<file path="src/rtl/mem_arb_pkg.sv">
// Shared encodings and helpers for the memory port arbiter and its load aligner.
package mem_arb_pkg;

  // Access size encoding carried on the per-requester size field.
  typedef enum logic [1:0] {
    SZ_B = 2'b00,
    SZ_H = 2'b01,
    SZ_W = 2'b10,
    SZ_X = 2'b11
  } size_e;

  // Owner field is sized for up to 16 requesters.
  localparam int OWNER_W = 4;

  // Load tag travelling alongside the memory read latency.
  typedef struct packed {
    logic               vld;
    logic [OWNER_W-1:0] owner;
    size_e              sz;
    logic               sgn;
    logic [1:0]         off;
  } tag_t;

  // Natural alignment check; the illegal size code is never aligned.
  function automatic logic is_aligned(input size_e sz, input logic [1:0] off);
    case (sz)
      SZ_B:    return 1'b1;
      SZ_H:    return ~off[0];
      SZ_W:    return (off == 2'b00);
      default: return 1'b0;
    endcase
  endfunction

  // Byte lanes touched by an access of the given size at the given offset.
  function automatic logic [3:0] byte_en(input size_e sz, input logic [1:0] off);
    case (sz)
      SZ_B:    return 4'b0001 << off;
      SZ_H:    return 4'b0011 << off;
      SZ_W:    return 4'b1111;
      default: return 4'b0000;
    endcase
  endfunction

  // Replicate LSB-aligned store data across all byte lanes.
  function automatic logic [31:0] lane_rep(input size_e sz, input logic [31:0] d);
    case (sz)
      SZ_B:    return {4{d[7:0]}};
      SZ_H:    return {2{d[15:0]}};
      default: return d;
    endcase
  endfunction

endpackage

</file>
<file path="src/rtl/mem_load_align.sv">
// Shifts, masks and extends a raw memory word into LSB-aligned load data.
module mem_load_align
  import mem_arb_pkg::*;
(
  input  logic [31:0] i_data,
  input  size_e       i_size,
  input  logic        i_sgn,
  input  logic [1:0]  i_off,
  output logic [31:0] o_data
);

  logic [31:0] w_shift;

  assign w_shift = i_data >> {i_off, 3'b000};

  // Select the addressed field and extend it to 32 bits.
  // NOTE: every path assigns o_data, so no latch is inferred.
  always_comb begin
    case (i_size)
      SZ_B:    o_data = {{24{i_sgn & w_shift[7]}}, w_shift[7:0]};
      SZ_H:    o_data = {{16{i_sgn & w_shift[15]}}, w_shift[15:0]};
      default: o_data = w_shift;
    endcase
  end

endmodule

</file>
<file path="src/rtl/mem_port_arbiter.sv">
// Single-port memory arbiter: one grant per cycle, command formatting toward the
// memory macro and latency-matched routing of read data back to its owner.
module mem_port_arbiter
  import mem_arb_pkg::*;
#(
  parameter int N_REQ   = 2,
  parameter int ADDR_W  = 8,
  parameter int RR      = 1,
  parameter int MEM_LAT = 1
) (
  input  logic                    clk,
  input  logic                    rst,
  input  logic [N_REQ-1:0]        req,
  input  logic [N_REQ-1:0]        we,
  input  logic [2*N_REQ-1:0]      size,
  input  logic [N_REQ-1:0]        sgn,
  input  logic [ADDR_W*N_REQ-1:0] addr,
  input  logic [32*N_REQ-1:0]     wdata,
  output logic [N_REQ-1:0]        gnt,
  output logic [N_REQ-1:0]        err,
  output logic [N_REQ-1:0]        rvalid,
  output logic [31:0]             rdata,
  output logic                    mem_en,
  output logic                    mem_we,
  output logic [3:0]              mem_be,
  output logic [ADDR_W-3:0]       mem_addr,
  output logic [31:0]             mem_wdata,
  input  logic [31:0]             mem_rdata
);

  localparam int IDX_W = (N_REQ > 1) ? $clog2(N_REQ) : 1;

  logic [IDX_W-1:0] r_last_gnt;
  logic             r_run;
  tag_t             r_tag [MEM_LAT];

  logic             w_found;
  logic [IDX_W-1:0] w_idx;
  logic             w_grant;
  logic             w_legal;
  size_e            w_size;
  logic [1:0]       w_off;
  logic [N_REQ-1:0] w_onehot;
  tag_t             w_tag_in;
  tag_t             w_tag_out;
  logic [31:0]      w_aligned;

  // k-th candidate in scan order: circular after the last grant, or plain index order.
  function automatic logic [IDX_W-1:0] scan_idx(input int k, input logic [IDX_W-1:0] last);
    return IDX_W'((RR != 0) ? ((int'(last) + 1 + k) % N_REQ) : k);
  endfunction

  // Pick the first requesting index in scan order.
  always_comb begin
    w_found = 1'b0;
    w_idx   = '0;
    for (int k = 0; k < N_REQ; k++) begin
      if (!w_found && req[scan_idx(k, r_last_gnt)]) begin
        w_found = 1'b1;
        w_idx   = scan_idx(k, r_last_gnt);
      end
    end
  end

  // Grants are held off until the first edge after reset release.
  assign w_grant  = w_found & r_run;
  assign w_size   = size_e'(size[2*w_idx +: 2]);
  assign w_off    = addr[ADDR_W*w_idx +: 2];
  assign w_legal  = is_aligned(w_size, w_off);
  assign w_onehot = N_REQ'(1) << w_idx;

  // Drive grant/error and the memory command for the winning requester.
  always_comb begin
    gnt       = '0;
    err       = '0;
    mem_en    = 1'b0;
    mem_we    = 1'b0;
    mem_be    = 4'b0000;
    mem_addr  = '0;
    mem_wdata = '0;
    if (w_grant) begin
      gnt = w_onehot;
      if (!w_legal) begin
        err = w_onehot;
      end else begin
        mem_en   = 1'b1;
        mem_addr = addr[ADDR_W*w_idx + 2 +: ADDR_W-2];
        if (we[w_idx]) begin
          mem_we    = 1'b1;
          mem_be    = byte_en(w_size, w_off);
          mem_wdata = lane_rep(w_size, wdata[32*w_idx +: 32]);
        end
      end
    end
  end

  assign w_tag_in = '{vld:   mem_en & ~mem_we,
                      owner: OWNER_W'(w_idx),
                      sz:    w_size,
                      sgn:   sgn[w_idx],
                      off:   w_off};

  // Arbitration history, run enable and the load-tag delay line.
  // NOTE: the whole tag line is cleared on reset so in-flight loads never return.
  always_ff @(posedge clk or negedge rst) begin
    if (!rst) begin
      r_run      <= 1'b0;
      r_last_gnt <= IDX_W'(N_REQ - 1);
      for (int i = 0; i < MEM_LAT; i++) r_tag[i] <= '0;
    end else begin
      // NOTE: non-blocking assignments so every stage samples pre-edge values.
      r_run <= 1'b1;
      if (w_grant) r_last_gnt <= w_idx;
      r_tag[0] <= w_tag_in;
      for (int i = 1; i < MEM_LAT; i++) r_tag[i] <= r_tag[i-1];
    end
  end

  assign w_tag_out = r_tag[MEM_LAT-1];

  mem_load_align u_align (
    .i_data (mem_rdata),
    .i_size (w_tag_out.sz),
    .i_sgn  (w_tag_out.sgn),
    .i_off  (w_tag_out.off),
    .o_data (w_aligned)
  );

  assign rvalid = w_tag_out.vld ? (N_REQ'(1) << w_tag_out.owner) : '0;
  assign rdata  = w_tag_out.vld ? w_aligned : 32'h0;

endmodule

</file>
<file path="config.mk">
export PLATFORM = sky130hd
export DESIGN_NAME = mem_port_arbiter
export DESIGN_NICKNAME = d
export VERILOG_FILES = /design/src/rtl/mem_arb_pkg.sv /design/src/rtl/mem_load_align.sv /design/src/rtl/mem_port_arbiter.sv
export SDC_FILE = /design/constraint.sdc
export NUM_CORES = 1
export LEC_CHECK = 0
export CORE_AREA = 3 3 89 91
export DETAILED_ROUTE_END_ITERATION = 7
export DIE_AREA = 0 0 92 94
export PLACE_DENSITY = 0.87
export SLEW_MARGIN = 10
export SYNTH_ARGS = -nofsm -noshare
export SYNTH_HDL_FRONTEND = slang
export SYNTH_SLANG_ARGS = --single-unit
</file>
<file path="constraint.sdc">
create_clock -name clk -period 5.76 [get_ports clk]
set_clock_uncertainty 0.1 [all_clocks]
set_input_delay 1.728 -clock clk [delete_from_list [all_inputs] [get_ports clk]]
set_output_delay 1.728 -clock clk [all_outputs]
set_load 0.01 [all_outputs]
</file>
==> results.yml, run 1 <==
run_status:
  status: "finished clean"
global_route:
  grt_util_all_layers: 0.263
  grt_pass1_vias: 3764
  grt_first_pass_wirelength_um: 18800
  grt_max_degree: 48
  antenna_found_initial: 0
  overflow: 0
power:
  peakVddDrop_uv: 110
  cellPowerDensity_nw_per_um2: 104
  power_leakage_uw: 0.00215
route:
  dr_total_vias: 3879
  wirelength_um: 12300
  drt_iter0_markers: 137
  viasPerCell: 5.49
  first_pass_iters: 5
  drt-wirelength-per-cell_um: 17.4
  antenna_left: 0
  route.detailed.drc: 0
placed_design:
  dp_hpwl_um: 9800
  placed_cell_area_um2: 4880
  place.gp.congestion: 0.956
  placed_cells: 702
  io_buffer_count: 205
  pre_cts_ws_ns: 0.00200
finish:
  drive_gt1_frac: 0.0906
  fin_area_um2: 4950
  fin_cells: 706
  final_core_util: 0.686
  nets: 732
  fillers: 577
  n_antenna_cell: 0
  area_growth_pct: 85.3
clocking:
  cts_buffer_depth: 2
  root_buffer: "clkbuf_8"
  cts_tree: "built"
  numCtsBuffers: 3
  cts.clk_slew.worst_paths_ns: 0.05
  clk_latency_ns: 0.23
  post_cts_buffers: 0
  cts_hold_buf: 0
  cts_sinks: 9
  cts.repair.resized: 2
  htreeDepth: 1
timing:
  slew_headroom: 0.387
  grt_setup_unrepaired: "false"
  fin_crit_ns: 5.69
  maxSlewViolCount: 0
  period_share: 0.988
  tns_ns: 0
  fmax_mhz: 176
  setup_viol: 0
  hold_viol: 0
  worstMarginPinSlew_ns: 0.920
  finalWorstSetupSlack_ns: 0.0688
die:
  die_w_um: 92
  dieArea_um2: 8650
  placementRows: 31
  initial_core_util: 0.370
  core_area_um2: 7210
  fp.dieH_um: 94
  pin_count: 206
min_path:
  worstHoldEndpoint: "r_last_gnt"
  whs_path_depth: 2
  min-delay-start: "r_last_gnt"
  hold_class: "register to register"
logic_synthesis:
  ys_async_sr_fraction: 1.00
  synth_edf_count: 0
  syn-num-nets: 537
  yosysWarnings: 0
  netlist_area_um2: 2670
  synth-seq-area-share: 0.0847
  synth_ff_type: "dfrtp_1"
  syn-instance-count: 413
  synth.ff_latch_count: 9
  postSynthAreaPerCell_um2: 6.47
  synthDistinctLibCells: 46
worst_setup_path:
  critPathKind: "input pin to output pin"
  cp-start-kind: "input pin"
  endpoint_kind: "output pin"
  r2r_slack_ns: 4.00
  reg2reg_depth: 6
  crit_fanout: 28
  worstPathArrival_ns: 3.86
  crit_required_ns: 3.93
  reg2reg_to: "r_tag[9]"
  r2r-start: "r_last_gnt"
run:
  maxCapViolations: 0
==> worst max-delay path, cell delays in order <==
cell and delay (ns):
clkdlybuf4s50_1 0.47, a21bo_2 0.25, clkinv_2 0.12, a32o_2 0.16, o2111ai_4 0.15, buf_12 0.20
a311oi_2 0.18, clkdlybuf4s50_1 0.59
==> cell type report <==
class	instances	area (um2)	share of cell area
inverters	6	23.8	0.00480
flip-flops and latches	9	226	0.0457
well taps	99	124	0.0250
repair buffers	226	2270	0.459
clock buffers	4	45.0	0.00910
multi-input cells	362	2260	0.456
==> registers in the layout (all words and copies together), names as in the netlist <==
name / flops
r_last_gnt: 1
r_run: 1
r_tag: 7
==> logic make-up after synthesis <==
| kind of cell | Yosys count | synth area share |
|---|---|---|
| and+or+nand+nor | 185 | 0.299 |
| AOI/OAI and AO/OA | 110 | 0.290 |
| muxes | 65 | 0.248 |
| buffers and inverters | 42 | 0.0735 |
| DFF | 9 | 0.0847 |
| xor gates and xnor gates | 1 | 0.00328 |
| other | 1 | 0.00140 |
==> cell usage in the layout (no fill, tap or decap), types with 2 or more instances in the layout <==
cell,netlist,final
a311oi_1,6,6
a21boi_0,8,7
o21a_1,2,2
a211oi_1,9,9
a211oi_2,8,8
and2_1,6,6
and3_1,7,7
mux2i_1,56,56
o21ai_0,39,39
nor3_2,2,2
buf_12,0,4
inv_1,4,4
buf_4,3,17
dlymetal6s2s_1,0,7
nor2_1,24,24
nand2_1,119,119
and2_0,3,3
nand2b_1,3,3
clkdlybuf4s50_1,0,196
a21oi_1,23,23
a311oi_2,2,2
mux2_2,9,8
nor2b_1,11,11
clkbuf_8,0,3
o21bai_1,2,2
o211ai_1,2,2
dlygate4sd2_1,0,2
dfrtp_1,8,8
nor3_1,6,6
==> Yosys cell counts (all sizes together), types with 3 or more instances <==
master	number	share of area
a211oi	17	0.063
a21boi	8	0.022
a21oi	23	0.043
a311oi	8	0.031
and2	9	0.021
and3	7	0.016
buf	21	0.044
clkbuf	15	0.021
dfrtp	8	0.075
inv	4	0.0056
mux2	9	0.038
mux2i	56	0.21
nand2	119	0.17
nand2b	3	0.0070
nor2	25	0.036
nor2b	11	0.026
nor3	8	0.019
o21ai	39	0.073
==> power by group <==
part / internal [uW] / switching (uW)
Sequential: 69.8 / 16.4
Clock: 48.0 / 22.8
Combinational: 198 / 161
==> worst max path at each step <==
| stage | start | to | slack [ns] | cells after the start |
|---|---|---|---|---|
| finish | req[1] | mem_wdata[14] | 0.07 | 8 |
| global route | req[0] | mem_be[2] | 0.0005 | 8 |
| CTS | req[1] | mem_wdata[11] | 0.006 | 8 |
| detailed placement | req[1] | mem_wdata[12] | 0.002 | 8 |
| global placement | req[1] | mem_wdata[11] | 0.04 | 8 |
| floorplan | size[3] | mem_wdata[10] | 1.06 | 5 |
==> through the flow <==
step	hold slack [ns]	power (uW)
after floorplan	0.344	252
after global placement	0.360	434
after detailed placement	0.371	443
after CTS	0.378	515
after global routing	0.405	550
final	0.381	517
==> layer usage <==
metal	wire, um	vias to the layer above	global-route usage
met4	301	0	0.0668
li1	-	1837	-
met2	6110	235	0.470
met1	4770	1779	0.326
met5	0	-	0
met3	1090	28	0.0481
Note: power is estimated with default switching activity, not from simulation.
==> run 2: changes to the inputs <==
--- a/config.mk
+++ b/config.mk
@@ -5,9 +5,10 @@
 export SDC_FILE = /design/constraint.sdc
 export NUM_CORES = 1
 export LEC_CHECK = 0
-export CORE_AREA = 3 3 89 91
+export CAP_MARGIN = 20
+export CORE_AREA = 2 2 88 90
 export DETAILED_ROUTE_END_ITERATION = 7
-export DIE_AREA = 0 0 92 94
+export DIE_AREA = 0 0 90 92
 export PLACE_DENSITY = 0.87
 export SLEW_MARGIN = 10
 export SYNTH_ARGS = -nofsm -noshare
==> run 2 against run 1 <==
Count of clock-buffer cells in the layout did not move. Critical path depth is the same. Sequential share of layout area is essentially flat. Hold slack improved by 0.0015 ns. Cell count is 1.1% higher.
==> results.yml, run 2 (synthesis gave the netlist of run 1 again) <==
run_status:
  status: "finished clean"
worst_setup_path:
  cp-endpoint: "mem_wdata[31]"
  reg2reg_to: "r_tag[9]"
  cp-start-kind: "input pin"
  crit_fanout: 12
  cp-startpoint: "req[1]"
  r2r_slack_ns: 4.01
  crit_required_ns: 3.93
  reg2reg_depth: 6
  worstPathArrival_ns: 3.87
  critPathKind: "input pin to output pin"
  endpoint_kind: "output pin"
  r2r-start: "r_last_gnt"
placed_design:
  placed_cell_area_um2: 4890
  place.gp.congestion: 0.920
  placed_cells: 709
  io_buffer_count: 205
  dp_hpwl_um: 9640
clocking:
  cts_hold_buf: 0
  root_buffer: "clkbuf_8"
  cts_tree: "built"
  post_cts_buffers: 0
  clk_latency_ns: 0.23
  cts_buffer_depth: 2
  htreeDepth: 1
  numCtsBuffers: 3
  cts.clk_slew.worst_paths_ns: 0.04
  cts_sinks: 9
power:
  power_uw: 522
  comb_power_share: 0.706
  netSwitchingPower_uw: 202
  power_leakage_uw: 0.00226
  peakVddDrop_uv: 61.1
  cellPowerDensity_nw_per_um2: 104
  seqPwrFrac: 0.160
  p_clk_frac: 0.134
  internal-power_uw: 319
  swShare: 0.388
min_path:
  hold_class: "register to register"
timing:
  holdWs_ns: 0.382
  hold_viol: 0
  fin_crit_ns: 5.70
  setup_viol: 0
  period_share: 0.990
  fmax_mhz: 175
  maxSlewViolCount: 0
  slew_headroom: 0.573
  worstMarginPinSlew_ns: 0.640
  grt_setup_unrepaired: "false"
route:
  drt-wirelength-per-cell_um: 17.0
  route.detailed.drc: 0
  drt_iter0_markers: 154
  wirelength_um: 12200
  first_pass_iters: 4
  viasPerCell: 5.50
  dr_total_vias: 3929
  antenna_left: 0
finish:
  fillers: 617
  final_core_util: 0.671
  largest_reg_flops: 7
  layout_common_cells: "clkdlybuf4s50_1 (185), nand2_1 (119), mux2i_1 (55), o21ai_0 (39), nor2_1 (24)"
  n_antenna_cell: 0
  drive_gt1_frac: 0.101
  mostFrequentLayoutCell: "clkdlybuf4s50_1"
  nets: 737
  fin_area_um2: 5000
  reg_top3: "r_tag x7, r_last_gnt x1, r_run x1"
  largest-register: "r_tag"
  multi_input_comb_area_um2: 2260
  area_growth_pct: 87.0
  fin_cells: 714
  regArea_um2: 226
run:
  maxCapViolations: 0
die:
  initial_core_util: 0.359
  dieArea_um2: 8280
  placementRows: 32
  fp.dieH_um: 92
  core_area_um2: 7450
  pin_count: 206
  die_w_um: 90
global_route:
  overflow: 0
  grt_pass1_vias: 3934
  antenna_found_initial: 0
  grt_util_all_layers: 0.273
  grt_first_pass_wirelength_um: 18900
  grt_max_degree: 27
run 2: changes by cell type in the layout (fill, tap and decap cells not counted), moves of 2 or more:
cell / delta
buf_6: +2
dlymetal6s2s_1: +2
buf_12: -2
buf_4: +4
clkdlybuf4s50_1: -11
dlygate4sd2_1: +9
run 2: cell type report:
class	count	area share
Tap cell	102	0.0255
Inverter	6	0.00551
Timing Repair Buffer	231	0.463
Sequential cell	9	0.0453
Clock buffer	4	0.00901
Multi-Input combinational cell	362	0.452
run 2: stage by stage:
stage / setup WS (ns) / setup TNS [ns]
after global placement: -0.00779 / -0.00779
after floorplan: 1.06 / 0
after detailed placement: -0.0524 / -0.218
after global routing: 0.000437 / 0
final: 0.0600 / 0
after CTS: 0.0176 / 0
run 2: power by group through the flow:
stage	clock network, uW	logic [uW]	registers (uW)
6_report	69.9	368	83.3
5_1_grt	75.4	395	84.6
3_5_place_dp	0	359	84.0
2_1_floorplan	0	178	73.6
4_1_cts	72.8	364	83.2
3_3_place_gp	0	351	83.5
run 2: how the worst min path moves through the flow:
stage          slack [ns]          to  startpoint  depth (start not counted)
5_1_grt              0.39  r_last_gnt  r_last_gnt                          2
4_1_cts              0.38  r_last_gnt  r_last_gnt                          2
2_1_floorplan        0.34  r_last_gnt  r_last_gnt                          2
6_report             0.38  r_last_gnt  r_last_gnt                          2
3_3_place_gp         0.35  r_last_gnt  r_last_gnt                          2
3_5_place_dp         0.37  r_last_gnt  r_last_gnt                          2
run 2: what timing repair did:
action	4_1_cts	5_1_grt
endpoints found under the setup margin	12	12
gates resized for setup	12	13
cloned	1	0
run 2: metal layers:
layer / GRT usage / vias up / routed length, um
met3: 0.0756 / 46 / 1170
met4: 0.144 / 0 / 580
met1: 0.284 / 1792 / 4350
li1: - / 1847 / -
met5: 0 / - / 0
met2: 0.499 / 244 / 6050
run 2: critical path: stages:
cell and delay, ns:
clkdlybuf4s50_1 0.50, a21bo_2 0.26, clkinv_4 0.10, a32o_2 0.16, o2111ai_4 0.17, buf_4 0.23, a21oi_1 0.15, clkdlybuf4s50_1 0.56
